===== src/rtl/fetch_pkg.sv =====
// Shared types and constants for the instruction-fetch stage.
package fetch_pkg;

    localparam logic [31:0] INSTR_BYTES = 32'd4;
    localparam int          IMEM_AW     = 6;

    typedef struct packed {
        logic [31:0] pc;
        logic [31:0] instr;
    } fetch_entry_t;

endpackage


===== src/rtl/fetch_fifo.sv =====
// Prefetch FIFO of {pc, instr}; head visible the cycle after push, no fall-through.
// Push is accepted while full when a pop happens in the same cycle; flush empties at the edge.
module fetch_fifo
    import fetch_pkg::*;
#(
    parameter int DEPTH = 2
) (
    input  logic         clk,
    input  logic         reset_n,
    input  logic         push_i,
    input  logic         pop_i,
    input  logic         flush_i,
    input  fetch_entry_t entry_i,
    output fetch_entry_t head_o,
    output logic         full_o,
    output logic         empty_o
);

    localparam int AW = $clog2(DEPTH);

    fetch_entry_t   mem_q [DEPTH];
    fetch_entry_t   last_q;
    logic [AW:0]    wr_ptr_q;
    logic [AW:0]    rd_ptr_q;

    assign empty_o = (wr_ptr_q == rd_ptr_q);
    assign full_o  = (wr_ptr_q[AW] != rd_ptr_q[AW]) &&
                     (wr_ptr_q[AW-1:0] == rd_ptr_q[AW-1:0]);

    // When empty the outputs keep showing the most recently retired head.
    assign head_o = empty_o ? last_q : mem_q[rd_ptr_q[AW-1:0]];

    always_ff @(posedge clk or negedge reset_n) begin
        if (!reset_n) begin
            wr_ptr_q <= '0;
            rd_ptr_q <= '0;
            last_q   <= '0;
            for (int i = 0; i < DEPTH; i++) begin
                mem_q[i] <= '0;
            end
        end else begin
            if (flush_i || pop_i) begin
                last_q <= head_o;
            end
            if (flush_i) begin
                rd_ptr_q <= wr_ptr_q;
            end else begin
                if (push_i) begin
                    mem_q[wr_ptr_q[AW-1:0]] <= entry_i;
                    wr_ptr_q                <= wr_ptr_q + 1'b1;
                end
                if (pop_i) begin
                    rd_ptr_q <= rd_ptr_q + 1'b1;
                end
            end
        end
    end

endmodule


===== src/rtl/fetch_unit.sv =====
// Instruction fetch: PC, imem addressing, prefetch FIFO to decode; PC-to-valid latency 1 cycle.
// Stalls fetch when the FIFO is full with no pop; redirect flushes and wins. FETCH_PERF_CNT_EN adds counters.
module fetch_unit
    import fetch_pkg::*;
#(
    parameter logic [31:0] RESET_PC = 32'h0000_0000,
    parameter int          DEPTH    = 2
) (
    input  logic                clk,
    input  logic                reset_n,
    input  logic                fetch_en,
    output logic [IMEM_AW-1:0]  imem_a,
    input  logic [31:0]         imem_rd,
    output logic                out_valid,
    input  logic                out_ready,
    output logic [31:0]         out_instr,
    output logic [31:0]         out_pc,
    output logic [31:0]         out_pc_plus4,
    input  logic                redirect_valid,
    input  logic [31:0]         redirect_pc
`ifdef FETCH_PERF_CNT_EN
    ,
    output logic [31:0]         stall_cnt,
    output logic [31:0]         flush_cnt
`endif
);

    logic [31:0]  pc_q;
    logic [31:0]  pc_d;
    logic         push;
    logic         pop;
    logic         full;
    logic         empty;
    fetch_entry_t wr_entry;
    fetch_entry_t head;
    logic         unused_redirect_lsbs;

    assign unused_redirect_lsbs = ^redirect_pc[1:0];

    assign out_valid = !empty;
    assign pop       = out_valid && out_ready && !redirect_valid;
    assign push      = fetch_en && !redirect_valid && (!full || pop);

    // Only pc[7:2] addresses the 64-word memory, so fetch wraps every 256 bytes.
    assign imem_a = pc_q[IMEM_AW+1:2];

    assign wr_entry.pc    = pc_q;
    assign wr_entry.instr = imem_rd;

    always_comb begin
        pc_d = pc_q;
        if (redirect_valid) begin
            pc_d = {redirect_pc[31:2], 2'b00};
        end else if (push) begin
            pc_d = pc_q + INSTR_BYTES;
        end
    end

    always_ff @(posedge clk or negedge reset_n) begin
        if (!reset_n) begin
            pc_q <= RESET_PC;
        end else begin
            pc_q <= pc_d;
        end
    end

    fetch_fifo #(
        .DEPTH (DEPTH)
    ) u_fifo (
        .clk     (clk),
        .reset_n (reset_n),
        .push_i  (push),
        .pop_i   (pop),
        .flush_i (redirect_valid),
        .entry_i (wr_entry),
        .head_o  (head),
        .full_o  (full),
        .empty_o (empty)
    );

    assign out_instr    = head.instr;
    assign out_pc       = head.pc;
    assign out_pc_plus4 = head.pc + INSTR_BYTES;

`ifdef FETCH_PERF_CNT_EN
    logic [31:0] stall_cnt_q;
    logic [31:0] flush_cnt_q;
    logic        full_stall;

    // A redirect cycle is counted as a flush, never as a stall.
    assign full_stall = fetch_en && !redirect_valid && full && !pop;

    always_ff @(posedge clk or negedge reset_n) begin
        if (!reset_n) begin
            stall_cnt_q <= '0;
            flush_cnt_q <= '0;
        end else begin
            if (full_stall) begin
                stall_cnt_q <= stall_cnt_q + 32'd1;
            end
            if (redirect_valid) begin
                flush_cnt_q <= flush_cnt_q + 32'd1;
            end
        end
    end

    assign stall_cnt = stall_cnt_q;
    assign flush_cnt = flush_cnt_q;
`endif

endmodule


===== config.mk =====
export PLATFORM = sky130hd
export DESIGN_NAME = fetch_unit
export DESIGN_NICKNAME = d
export VERILOG_FILES = /design/src/rtl/fetch_pkg.sv /design/src/rtl/fetch_fifo.sv /design/src/rtl/fetch_unit.sv
export SDC_FILE = /design/constraint.sdc
export NUM_CORES = 1
export LEC_CHECK = 0
export BUFFER_PORTS_ARGS = -buffer_cell sky130_fd_sc_hd__buf_2
export CELL_PAD_IN_SITES_DETAIL_PLACEMENT = 1
export CELL_PAD_IN_SITES_GLOBAL_PLACEMENT = 1
export CORE_MARGIN = 4
export CORE_UTILIZATION = 49
export DETAILED_ROUTE_END_ITERATION = 10
export PLACE_DENSITY = 0.94
export SYNTH_ARGS = -nofsm -noshare
export SYNTH_HDL_FRONTEND = slang
export SYNTH_SLANG_ARGS = --single-unit

===== constraint.sdc =====
create_clock -name clk -period 6.8 [get_ports clk]
set_input_delay 0 -clock clk [delete_from_list [all_inputs] [get_ports clk]]
set_output_delay 0 -clock clk [all_outputs]
set_load 0.01 [all_outputs]

==> impl_metrics.tcl <==
set metrics [dict create \
    clock_skew_ns 0.0170 \
    syn_avg_cell_area_um2 11.2 \
    final_core_util_pct 61.3 \
    cts_tree "yes" \
    grt_pass1_vias 10370 \
    die_area_um2 26000 \
    synth-seq-cells 222 \
    final.setup.tns_ns 0 \
    grt_max_degree 129 \
    nets 1304 \
    gp_congestion 0.870 \
    arrival_ns 5.15 \
    vias 9525 \
    synth.distinct_cells 64 \
    clk_latency_ns 0.54 \
    drt-total-wl_um 39400 \
    drtIter0Drc 810 \
    grt_pass1_wl_um 61400 \
    syn_area_um2 11500 \
    cts_resized 0 \
    clockBufferDepth 3 \
    min_to "pc_q[11]" \
    rsz0062_at_grt "no" \
    hold_path_class "input port to flip-flop" \
    worst-path-max-fanout 63 \
    yosysMostFrequentCell "dfrtp_1" \
    status "finished, final reports clean" \
    firstDrtPassIters 5 \
    vias_per_cell 6.07 \
    hold_start "redirect_valid" \
    synth_top_area_share_pct 48.3 \
    clock.fmax_mhz 194 \
    clk_pin_slew_worst_paths_ns 0.06 \
    drv_cap 0 \
    drive_gt1_share_pct 33.9 \
    required_ns 6.80 \
    finalHoldViolCount 0 \
    numCtsBuffers 25 \
    fp.dieW_um 161 \
    drv_slew 0 \
    syn-num-nets 1102 \
    hold_ws_ns 0.133 \
    cp-start-kind "flip-flop" \
    period_share_pct 75.7 \
    dpl.hpwl_um 21700 \
    fillerInstances 2458 \
    powerDensity_nw_per_um2 589 \
    rr_endpoint "u_fifo.last_q[56]" \
    drc 0 \
    crit_type "flip-flop to primary output" \
    ys_top_cells_by_count "dfrtp_1 (222), mux2_2 (169), nand2_1 (128)" \
    tightest_slew_ns 1.17 \
    die_y_um 161 \
    rows 55 \
    yosys.area.top_type "dfrtp_1" \
    antenna_left 0 \
    crit-reg2reg-launch "u_fifo.rd_ptr_q[0]" \
    synth_edf_count 0 \
    wl_per_cell_um 25.1 \
    syn_inst 1031 \
    start_util_pct 50.4 \
    antenna_found_initial 4 \
    cts_sinks 222 \
    syn2layout_area_growth_pct 21.7 \
    ys_dominant_reg_cell "dfrtp_1" \
    grt_usage_pct 29.7 \
    finalCriticalPeriod_ns 5.15 \
    yosysSeqAreaShare_pct 48.3 \
    power_leakage_uw 0.00613 \
    port_buffers 169 \
    worst_setup_path_end_kind "primary output" \
    core-area_um2 22800 \
    ys_warn_count 0 \
    hold_path_depth 4 \
    ioPinCount 172 \
    reg2regPathDepth 7 \
    ir_drop_mv 0.342 \
    setup_viol 0 \
    cts_root_buffer "clkbuf_16" \
    synth.area.top_cells "dfrtp_1 (48%), mux2_2 (17%), mux2i_1 (5.0%), nand2_1 (4.2%), o21ai_0 (3.4%)" \
    max_slew_margin_pct 22.0 \
    reg2reg_slack_ns 2.23 \
    synthArstFlopShare_pct 100 \
    gr-total-overflow 0 \
    h-tree-depth 1 \
]
-- layout make-up --
class | count | area, um^2 | share of cell area [%]
sequential | 222 | 5560 | 39.7
multi-input combinational | 725 | 5480 | 39.1
timing repair buffer | 246 | 1610 | 11.5
clock buffer | 34 | 709 | 5.07
tap | 313 | 392 | 2.80
clock inverter | 12 | 191 | 1.37
inverter | 13 | 51.3 | 0.366
antenna | 4 | 10.0 | 0.0715
-- power by group --
group / internal [uW] / switching [uW] / total [uW]
Clock: 921 / 595 / 1520
Sequential: 1920 / 621 / 2540
Combinational: 1720 / 2470 / 4190
-- state kept, by name, summed over array words and instances, names as in the netlist --
name / cells
pc_q: 30
u_fifo.wr_ptr_q: 2
u_fifo.mem_q: 124
u_fifo.rd_ptr_q: 2
u_fifo.last_q: 64
-- worst max-delay path by stage --
stage,start,depth (start not counted),end
after floorplan,u_fifo.rd_ptr_q[0],14,out_pc_plus4[28]
after global placement,u_fifo.rd_ptr_q[0],7,u_fifo.last_q[3]
after detailed placement,u_fifo.rd_ptr_q[0],7,u_fifo.last_q[56]
after CTS,u_fifo.rd_ptr_q[0],11,out_pc_plus4[26]
after global routing,u_fifo.rd_ptr_q[0],11,out_pc_plus4[28]
final,u_fifo.rd_ptr_q[0],11,out_pc_plus4[28]
-- per-layer routing --
layer	GRT usage [%]	wire length [um]	vias to the layer above
li1	-	-	4057
met1	36.4	15200	4856
met2	51.4	19800	459
met3	4.54	2270	153
met4	15.0	2060	0
met5	0	0	-
-- layout by cell type, fill, tap and decap left out, drive strengths merged, types with 16 or more instances in the layout --
master       instances
a21oi               16
buf                180
clkbuf              34
dfrtp              222
dlygate4sd3         66
mux2               175
mux2i               57
nand2              128
nand3               30
nand4               19
nor2                32
nor3                16
o21ai              102
xnor2               38
xor2                24
-- worst max-delay path, cell delays in order, from the launching register on --
cell,delay (ns)
dfrtp_4,0.95
xor2_2,0.84
nor2_4,0.19
o21ai_0,0.42
ha_1,0.39
nand4_1,0.19
a22oi_1,0.27
a21oi_2,0.17
a2111oi_2,0.69
nand4_1,0.19
xnor2_1,0.16
buf_2,0.15
-- kinds of logic after synthesis --
| logic type | synth area share [%] |
|---|---|
| and+or+nand+nor | 11.3 |
| muxes | 22.1 |
| DFF | 48.3 |
| AOI/OAI and AO/OA | 8.78 |
| buffers and inverters | 4.29 |
| xor gates and xnor gates | 5.01 |
| adders and majority gates | 0.217 |
-- through the flow --
| step | std cells | total power, uW | setup WS [ns] | cell area [um^2] |
|---|---|---|---|---|
| 2_1_floorplan | 1031 | 5080 | 3.52 | 11500 |
| 3_3_place_gp | 1453 | 6170 | 2.51 | 12400 |
| 3_5_place_dp | 1453 | 6450 | 2.36 | 12400 |
| 4_1_cts | 1565 | 8100 | 1.84 | 14000 |
| 5_1_grt | 1569 | 8680 | 1.37 | 14000 |
| 6_report | 1569 | 8250 | 1.65 | 14000 |
-- repair_timing --
item / CTS / global route
hold endpoints to repair: 223 / 0
buffers inserted: 0 / 0
hold buffers: 66 / 0
Power figures use the tool's default switching activity.
